## config.mk

```make
export PLATFORM = sky130hd
export DESIGN_NAME = mem_arbiter_flat
export DESIGN_NICKNAME = d
export VERILOG_FILES = /design/src/rtl/mem_arbiter_if.sv /design/src/rtl/mem_arbiter.sv /design/src/flat_wrapper.sv
export SDC_FILE = /design/constraint.sdc
export NUM_CORES = 1
export LEC_CHECK = 0
export CAP_MARGIN = 30
export CORE_AREA = 2 2 192 194
export CTS_BUF_LIST = sky130_fd_sc_hd__clkbuf_8
export DETAILED_ROUTE_END_ITERATION = 6
export DIE_AREA = 0 0 194 196
export GPL_ROUTABILITY_DRIVEN = 0
export PLACE_DENSITY = 0.61
export SLEW_MARGIN = 10
export SYNTH_ARGS = -nofsm -noshare
export SYNTH_HDL_FRONTEND = slang
export SYNTH_SLANG_ARGS = --single-unit
export TNS_END_PERCENT = 50
```

## constraint.sdc

```tcl
create_clock -name clk -period 1.7 [get_ports clk]
set_input_delay 0.17 -clock clk [delete_from_list [all_inputs] [get_ports clk]]
set_output_delay 0.17 -clock clk [all_outputs]
set_load 0.02 [all_outputs]
```

## src/rtl/mem_arbiter_if.sv

```systemverilog
// mem_arbiter_if -- bundle of every handshake/bus signal around the
// instruction/data memory arbiter.
//
// Signal groups:
//   fetch  : IReq_F, IAddr_F, Flush_F  -> arbiter ; IRdata_F, IValid_F <- arbiter
//   data   : DReq_M, DWe_M, DAddr_M, DWdata_M -> arbiter ; DRdata_M, DValid_M <- arbiter
//   memory : Mem_Req, Mem_We, Mem_Addr, Mem_Wdata <- arbiter ;
//            Mem_Ready, Mem_Rvalid, Mem_Rdata -> arbiter
//   stalls : Stall_F, Stall_M <- arbiter
//
// Modports:
//   slave  : the arbiter itself.
//   master : everything around it (pipeline requesters and the memory).
//
// Handshake: a requester raises its Req with address/data stable and keeps
// them stable until its Valid pulses for one cycle. The memory takes the
// request in a cycle where Mem_Req and Mem_Ready are both high, and answers
// later with a one-cycle Mem_Rvalid (read data, or write ack for a store).
interface mem_arbiter_if;
  logic        IReq_F;
  logic [63:0] IAddr_F;
  logic        Flush_F;
  logic [31:0] IRdata_F;
  logic        IValid_F;

  logic        DReq_M;
  logic        DWe_M;
  logic [63:0] DAddr_M;
  logic [63:0] DWdata_M;
  logic [63:0] DRdata_M;
  logic        DValid_M;

  logic        Mem_Req;
  logic        Mem_We;
  logic [63:0] Mem_Addr;
  logic [63:0] Mem_Wdata;
  logic        Mem_Ready;
  logic        Mem_Rvalid;
  logic [63:0] Mem_Rdata;

  logic        Stall_F;
  logic        Stall_M;

  modport slave (
    input  IReq_F, IAddr_F, Flush_F,
    input  DReq_M, DWe_M, DAddr_M, DWdata_M,
    input  Mem_Ready, Mem_Rvalid, Mem_Rdata,
    output IRdata_F, IValid_F, DRdata_M, DValid_M,
    output Mem_Req, Mem_We, Mem_Addr, Mem_Wdata,
    output Stall_F, Stall_M
  );

  modport master (
    output IReq_F, IAddr_F, Flush_F,
    output DReq_M, DWe_M, DAddr_M, DWdata_M,
    output Mem_Ready, Mem_Rvalid, Mem_Rdata,
    input  IRdata_F, IValid_F, DRdata_M, DValid_M,
    input  Mem_Req, Mem_We, Mem_Addr, Mem_Wdata,
    input  Stall_F, Stall_M
  );
endinterface

```

## src/rtl/mem_arbiter.sv

```systemverilog
// mem_arbiter -- shares one single-port memory between the fetch stage and
// the memory stage. Data requests win by default; after STARVE_LIMIT
// consecutive data grants with a fetch waiting, the fetch wins once.
//
// Ports:
//   clk         : clock, rising edge
//   rst         : asynchronous active-low reset
//   bus         : mem_arbiter_if.slave (fetch, data, memory, stall signals)
//   dbg_state_o : current FSM state (0 IDLE, 1 ISSUE, 2 WAIT)
//   dbg_owner_o : current owner (0 DATA, 1 INSTR)
module mem_arbiter #(
  parameter int STARVE_LIMIT = 4
) (
  input  logic                clk,
  input  logic                rst,
  mem_arbiter_if.slave        bus,
  output logic [1:0]          dbg_state_o,
  output logic                dbg_owner_o
);

  localparam int CW = (STARVE_LIMIT < 1) ? 1 : $clog2(STARVE_LIMIT + 1);
  localparam logic [CW-1:0] LIMIT = CW'(STARVE_LIMIT);

  typedef enum logic [1:0] {
    S_IDLE  = 2'd0,
    S_ISSUE = 2'd1,
    S_WAIT  = 2'd2
  } state_t;

  typedef enum logic {
    OWN_DATA  = 1'b0,
    OWN_INSTR = 1'b1
  } owner_t;

  state_t        state_q, state_d;
  owner_t        owner_q, owner_d;
  logic [63:0]   addr_q, addr_d;
  logic          we_q, we_d;
  logic [63:0]   wdata_q, wdata_d;
  logic [CW-1:0] starve_q, starve_d;
  logic          discard_q, discard_d;
  logic [31:0]   irdata_q, irdata_d;
  logic          ivalid_q, ivalid_d;
  logic [63:0]   drdata_q, drdata_d;
  logic          dvalid_q, dvalid_d;

  logic i_ok;
  logic d_ok;
  logic in_valid_cycle;

  // A flushed fetch is never granted; a completing transaction's valid
  // cycle grants nothing so the requester can present its next request.
  assign i_ok           = bus.IReq_F & ~bus.Flush_F;
  assign d_ok           = bus.DReq_M;
  assign in_valid_cycle = ivalid_q | dvalid_q;

  always_ff @(posedge clk or negedge rst) begin
    if (!rst) begin
      state_q   <= S_IDLE;
      owner_q   <= OWN_DATA;
      addr_q    <= '0;
      we_q      <= 1'b0;
      wdata_q   <= '0;
      starve_q  <= '0;
      discard_q <= 1'b0;
      irdata_q  <= '0;
      ivalid_q  <= 1'b0;
      drdata_q  <= '0;
      dvalid_q  <= 1'b0;
    end else begin
      state_q   <= state_d;
      owner_q   <= owner_d;
      addr_q    <= addr_d;
      we_q      <= we_d;
      wdata_q   <= wdata_d;
      starve_q  <= starve_d;
      discard_q <= discard_d;
      irdata_q  <= irdata_d;
      ivalid_q  <= ivalid_d;
      drdata_q  <= drdata_d;
      dvalid_q  <= dvalid_d;
    end
  end

  always_comb begin
    state_d   = state_q;
    owner_d   = owner_q;
    addr_d    = addr_q;
    we_d      = we_q;
    wdata_d   = wdata_q;
    starve_d  = starve_q;
    discard_d = discard_q;
    irdata_d  = irdata_q;
    ivalid_d  = 1'b0;
    drdata_d  = drdata_q;
    dvalid_d  = 1'b0;

    case (state_q)
      S_IDLE: begin
        discard_d = 1'b0;
        if (!in_valid_cycle) begin
          if (i_ok && (!d_ok || starve_q == LIMIT)) begin
            owner_d  = OWN_INSTR;
            addr_d   = bus.IAddr_F;
            we_d     = 1'b0;
            wdata_d  = '0;
            starve_d = '0;
            state_d  = S_ISSUE;
          end else if (d_ok) begin
            owner_d = OWN_DATA;
            addr_d  = bus.DAddr_M;
            we_d    = bus.DWe_M;
            wdata_d = bus.DWdata_M;
            // Count only grants that made a fetch wait; saturate at the limit.
            if (bus.IReq_F) begin
              starve_d = (starve_q == LIMIT) ? starve_q : starve_q + 1'b1;
            end else begin
              starve_d = '0;
            end
            state_d = S_ISSUE;
          end
        end
      end

      S_ISSUE: begin
        if (owner_q == OWN_INSTR && bus.Flush_F) discard_d = 1'b1;
        if (bus.Mem_Ready) state_d = S_WAIT;
      end

      S_WAIT: begin
        if (owner_q == OWN_INSTR && bus.Flush_F) discard_d = 1'b1;
        if (bus.Mem_Rvalid) begin
          state_d   = S_IDLE;
          discard_d = 1'b0;
          if (owner_q == OWN_INSTR) begin
            // A flush in this very cycle also kills the response.
            if (!(discard_q || bus.Flush_F)) begin
              irdata_d = addr_q[2] ? bus.Mem_Rdata[63:32] : bus.Mem_Rdata[31:0];
              ivalid_d = 1'b1;
            end
          end else begin
            drdata_d = we_q ? 64'd0 : bus.Mem_Rdata;
            dvalid_d = 1'b1;
          end
        end
      end

      default: state_d = S_IDLE;
    endcase
  end

  assign bus.Mem_Req   = (state_q == S_ISSUE);
  assign bus.Mem_We    = (state_q == S_ISSUE) & we_q;
  assign bus.Mem_Addr  = addr_q;
  assign bus.Mem_Wdata = wdata_q;

  assign bus.IRdata_F  = irdata_q;
  assign bus.IValid_F  = ivalid_q;
  assign bus.DRdata_M  = drdata_q;
  assign bus.DValid_M  = dvalid_q;

  assign bus.Stall_F   = bus.IReq_F & ~ivalid_q & ~bus.Flush_F;
  assign bus.Stall_M   = bus.DReq_M & ~dvalid_q;

  assign dbg_state_o   = state_q;
  assign dbg_owner_o   = owner_q;

endmodule

```

## src/flat_wrapper.sv

```systemverilog
// flat-port wrapper written by rule: the top's interface ports become plain ports
module mem_arbiter_flat 
#(
  parameter int STARVE_LIMIT = 4
)
  (clk, rst, dbg_state_o, dbg_owner_o, bus_IReq_F, bus_IAddr_F, bus_Flush_F, bus_DReq_M, bus_DWe_M, bus_DAddr_M, bus_DWdata_M, bus_Mem_Ready, bus_Mem_Rvalid, bus_Mem_Rdata, bus_IRdata_F, bus_IValid_F, bus_DRdata_M, bus_DValid_M, bus_Mem_Req, bus_Mem_We, bus_Mem_Addr, bus_Mem_Wdata, bus_Stall_F, bus_Stall_M);
  mem_arbiter_if bus_i ();
  input  logic clk;
  input  logic rst;
  output logic [1:0] dbg_state_o;
  output logic dbg_owner_o;
  input wire logic [$bits(bus_i.IReq_F)-1:0] bus_IReq_F;
  input wire logic [$bits(bus_i.IAddr_F)-1:0] bus_IAddr_F;
  input wire logic [$bits(bus_i.Flush_F)-1:0] bus_Flush_F;
  input wire logic [$bits(bus_i.DReq_M)-1:0] bus_DReq_M;
  input wire logic [$bits(bus_i.DWe_M)-1:0] bus_DWe_M;
  input wire logic [$bits(bus_i.DAddr_M)-1:0] bus_DAddr_M;
  input wire logic [$bits(bus_i.DWdata_M)-1:0] bus_DWdata_M;
  input wire logic [$bits(bus_i.Mem_Ready)-1:0] bus_Mem_Ready;
  input wire logic [$bits(bus_i.Mem_Rvalid)-1:0] bus_Mem_Rvalid;
  input wire logic [$bits(bus_i.Mem_Rdata)-1:0] bus_Mem_Rdata;
  output wire logic [$bits(bus_i.IRdata_F)-1:0] bus_IRdata_F;
  output wire logic [$bits(bus_i.IValid_F)-1:0] bus_IValid_F;
  output wire logic [$bits(bus_i.DRdata_M)-1:0] bus_DRdata_M;
  output wire logic [$bits(bus_i.DValid_M)-1:0] bus_DValid_M;
  output wire logic [$bits(bus_i.Mem_Req)-1:0] bus_Mem_Req;
  output wire logic [$bits(bus_i.Mem_We)-1:0] bus_Mem_We;
  output wire logic [$bits(bus_i.Mem_Addr)-1:0] bus_Mem_Addr;
  output wire logic [$bits(bus_i.Mem_Wdata)-1:0] bus_Mem_Wdata;
  output wire logic [$bits(bus_i.Stall_F)-1:0] bus_Stall_F;
  output wire logic [$bits(bus_i.Stall_M)-1:0] bus_Stall_M;
  assign bus_i.IReq_F = bus_IReq_F;
  assign bus_i.IAddr_F = bus_IAddr_F;
  assign bus_i.Flush_F = bus_Flush_F;
  assign bus_i.DReq_M = bus_DReq_M;
  assign bus_i.DWe_M = bus_DWe_M;
  assign bus_i.DAddr_M = bus_DAddr_M;
  assign bus_i.DWdata_M = bus_DWdata_M;
  assign bus_i.Mem_Ready = bus_Mem_Ready;
  assign bus_i.Mem_Rvalid = bus_Mem_Rvalid;
  assign bus_i.Mem_Rdata = bus_Mem_Rdata;
  assign bus_IRdata_F = bus_i.IRdata_F;
  assign bus_IValid_F = bus_i.IValid_F;
  assign bus_DRdata_M = bus_i.DRdata_M;
  assign bus_DValid_M = bus_i.DValid_M;
  assign bus_Mem_Req = bus_i.Mem_Req;
  assign bus_Mem_We = bus_i.Mem_We;
  assign bus_Mem_Addr = bus_i.Mem_Addr;
  assign bus_Mem_Wdata = bus_i.Mem_Wdata;
  assign bus_Stall_F = bus_i.Stall_F;
  assign bus_Stall_M = bus_i.Stall_M;
  mem_arbiter #(.STARVE_LIMIT(STARVE_LIMIT)) u_core (.clk(clk), .rst(rst), .bus(bus_i), .dbg_state_o(dbg_state_o), .dbg_owner_o(dbg_owner_o));
endmodule
```

==> results by group <==
Run status
  – Run status: complete, but fails checks
  – Failing checks: negative setup slack

Floorplanning
  – Die boundary width: 194 um
  – Core Footprint: 36100 sq um
  – Area enclosed by the die boundary: 38000 sq um
  – Num rows: 70
  – Effective utilization at floorplan: 27.8%
  – Number of top-level pins: approximately 500
  – Chip height: 196 um

Clock network
  – Maximum number of buffers from clock root to sink: 3
  – Clk Tree Root Cell: sky130_fd_sc_hd__clkbuf_8
  – Total CTS buffers: 45
  – Count of clock tree sinks: 234
  – TritonCTS clock tree: done
  – Clock latency of the later-clocked register in the worst-skew pair: 0.56 ns
  – Clock H-tree levels: 2
  – Clock-pin slew of the registers on the worst-case setup and hold paths: 0.06 ns

Drt
  – Via count: a little under 9000
  – Iteration-0 DRC count of the detailed router: 223
  – Number of detailed-route iterations in the first pass: 5
  – Remaining antenna violation count: 0
  – Final WL: 35100 um
  – DRC violations left: 0
  – Via/cell ratio: between 4 and 5
  – WL per Instance: 18.1 um

Power and ir drop
  – Clock power share: 19.5%
  – Proportion of total power due to net switching: between 30% and 40%
  – Power Internal: 18.6 mW
  – Part of the total power dissipated in sequential elements: 30.9%
  – Gate power share: between 40% and 50%
  – Reported net switching power: 11.9 mW
  – Max rail drop VDD: 0.761 mV
  – PD cells: between 1500 and 2000 nW/um^2
  – Leakage power: 8.96 nW

Synth
  – Number of different library cells in the post-synthesis netlist: 34
  – Most used standard cells in the synthesized netlist: 234 x sky130_fd_sc_hd__dfrtp_1, 156 x sky130_fd_sc_hd__nand2_1, 154 x sky130_fd_sc_hd__o21ai_1, 96 x sky130_fd_sc_hd__mux2i_1, 68 x sky130_fd_sc_hd__nand2b_1
  – Gate count of the mapped netlist: 900
  – FFs w/ async S/R, synth: between 90% and 100%
  – Proportion of netlist area held by the largest area contributor: 58.3%
  – Top cells by area, synth: sky130_fd_sc_hd__dfrtp_1 58%, sky130_fd_sc_hd__mux2i_1 9.6%, sky130_fd_sc_hd__o21ai_1 7.7%, sky130_fd_sc_hd__nand2_1 5.8%, sky130_fd_sc_hd__a22o_1 5.7%
  – Number of storage elements in the synthesis netlist: 234
  – Cell taking the most area after synthesis: sky130_fd_sc_hd__dfrtp_1
  – Post-synthesis sequential area ratio: 58.3%
  – Most frequent cell after synthesis: sky130_fd_sc_hd__dfrtp_1
  – Mean instance size in the synthesized netlist: 11.2 sq um
  – Synthesized Nets: about 1200
  – Count of yosys warnings during synthesis: 0
  – Cell area after technology mapping: 10000 sq um
  – Most used flip-flop cell after synthesis: sky130_fd_sc_hd__dfrtp_1
  – Post-synth EDFFs: 0

STA
  – RSZ-0062 raised after global routing: yes
  – Post-route setup TNS: -4.96 ns
  – Min setup slack post-route: -0.0986 ns
  – Final-report setup violation count: 92
  – Tightest hold margin: 0.110 ns
  – Timing-limited maximum frequency: 0.556 GHz
  – Measured slew at the worst slew-check pin: 0.593 ns
  – Maximum clock skew at final layout: 0.0332 ns
  – Final Hold Fails: 0
  – Remaining max-slew budget at the tightest pin: 60.5%
  – Final slew viol count: 0
  – Crit path time final: approximately 1.8 ns
  – Share of the cycle needed by the critical path after routing: 106%

Place
  – DP Wirelength: 24900 um
  – Post-placement worst setup slack: -0.154 ns
  – # placed instances: between 1500 and 2000
  – Number of port buffers: 496

Critical path
  – FF-to-FF path depth: 8
  – Endpoint of the most critical register-to-register path: u_core.bus.Mem_Wdata[1]
  – Critical path endpoint category: flop
  – Startpoint Class: flop
  – WP data arrival: between 2 and 2.5 ns
  – CP max FO: 8
  – Data required time at the worst endpoint: 2.19 ns
  – Launch point of the worst reg-to-reg path: u_core.dbg_state_o[0]
  – FF-to-FF setup slack: -0.1 ns
  – Critical Setup Path Class: reg -> reg

GRT
  – First-pass GRT wire length: between 50000 and 60000 um
  – Vias in the first global route: 8920
  – Initial antenna violation count: 2
  – All-Layer GR Usage: 17.4%
  – Total congestion overflow: 0
  – Largest net degree at the start of global routing: 66

Layout
  – Fraction of layout instances using a drive strength above 1: 12.9%
  – Relative area change from synthesis to final layout: 71.8%
  – Total number of nets in the final design: 1714
  – Count of placed standard cells in the final layout, fillers left out: 1946
  – Final core utilization: 47.8%

Job
  – Total of max-cap violations: 0

Min path
  – Type of the most critical hold path: in -> async
-- worst max-delay path: stages, from the launching register on --
cell	delay [ns]
sky130_fd_sc_hd__dfrtp_2	0.43
sky130_fd_sc_hd__inv_4	0.09
sky130_fd_sc_hd__ha_4	0.13
sky130_fd_sc_hd__nor3b_4	0.27
sky130_fd_sc_hd__o21ai_4	0.14
sky130_fd_sc_hd__nor2b_4	0.20
sky130_fd_sc_hd__buf_12	0.17
sky130_fd_sc_hd__clkbuf_16	0.16
sky130_fd_sc_hd__a22o_1	0.13
-- final cells by class --
class                           instances  area (sq um)
Multi-Input combinational cell        590          3880
Antenna cell                            1          2.50
Clock buffer                           57           785
Sequential cell                       234          5860
Tap cell                              468           586
Fill cell                            3375         18800
Clock inverter                         24           188
Inverter                                8          35.0
Timing Repair Buffer                  564          5910
-- power groups by stage --
stage | clock network [mW] | logic (mW) | registers [mW]
after CTS | 6.15 | 14.8 | 9.45
after detailed placement | 0 | 15.4 | 9.53
after global routing | 6.40 | 16.2 | 9.73
after global placement | 0 | 15.3 | 9.49
final | 5.94 | 15.2 | 9.43
after floorplan | 0 | 4.90 | 12.4
-- layout by cell type (no fill, tap or decap), drive strengths merged, types with 2 or more instances in the layout --
master and instances:
a22o 65, clkdlybuf4s15 3, mux2i 96, o211ai 2, ha 7, nand2 166
clkinv 3, nor2b 2, clkinvlp 3, dfrtp 234, clkbuf 64, inv 23
buf 66, dlymetal6s2s 59, bufinv 3, clkdlybuf4s50 305, nor2 2, dlygate4sd2 123
nand3 2, nand2b 68, a31oi 2, o21ai 166
-- how the worst max path moves through the flow --
stage                           from                      end  slack (ns)  cells after the start
2_1_floorplan  u_core.dbg_state_o[0]  u_core.bus.Mem_Addr[33]       -0.04                      9
3_5_place_dp             bus_Flush_F  u_core.bus.Mem_Addr[34]       -0.15                      6
3_3_place_gp          bus_Mem_Rvalid  u_core.bus.IRdata_F[12]       -0.12                      6
6_report       u_core.dbg_state_o[0]  u_core.bus.Mem_Wdata[1]        -0.1                      8
4_1_cts        u_core.dbg_state_o[0]               bus_Mem_We       -0.14                      4
5_1_grt        u_core.dbg_state_o[0]  u_core.bus.Mem_Wdata[1]       -0.16                      8
-- stage by stage --
stage                     area, sq um  power (mW)
after detailed placement        15800        25.0
after global routing            17200        32.4
after global placement          15800        24.8
after CTS                       16700        30.4
after floorplan                 10100        17.3
final                           17200        30.5
-- routing by layer --
metal | up-vias | part of all wire [%] | global-route usage, % | routed length [um]
li1 | 4193 | - | - | -
met2 | 336 | 48 | 28.6 | 16900
met1 | 4092 | 42 | 21.6 | 14700
met3 | 57 | 7.8 | 5.97 | 2720
met4 | 0 | 2.3 | 5.53 | 809
met5 | - | 0 | 0 | 0
-- cell families (layout without fill, tap and decap cells) --
kind of cell             after synthesis  in the layout  synth area share [%]
AND/OR/NAND/NOR                      246            246                  11.6
AO/OA/AOI/OAI                        240            240                  15.1
flip-flops                           234            234                  58.3
multiplexers                          97             97                  9.69
buffers and inverters                 76            653                  4.38
adder cells (fa/ha/maj)                7              7                 0.873
other                                  0              1                     0
-- repair_timing --
| item | CTS | global route |
|---|---|---|
| endpoints found under the setup margin | 394 | 328 |
| cloned | 1 | 9 |
| pin swaps | 0 | 2 |
| hold buffers | 1 | 0 |
| hold endpoints to repair | 234 | 0 |
| buffers inserted | 3 | 5 |
| resized for setup | 157 | 87 |
-- registers in the layout, indices dropped and copies added, names as in the netlist --
register / count
u_core.starve_q: 3
u_core.bus.IRdata_F: 32
u_core.bus.Mem_Addr: 64
u_core.dbg_state_o: 2
u_core.bus.DRdata_M: 64
u_core.discard_q: 1
u_core.bus.DValid_M: 1
u_core.we_q: 1
u_core.bus.IValid_F: 1
u_core.bus.Mem_Wdata: 64
u_core.dbg_owner_o: 1
(Power assumes the default switching activity.)
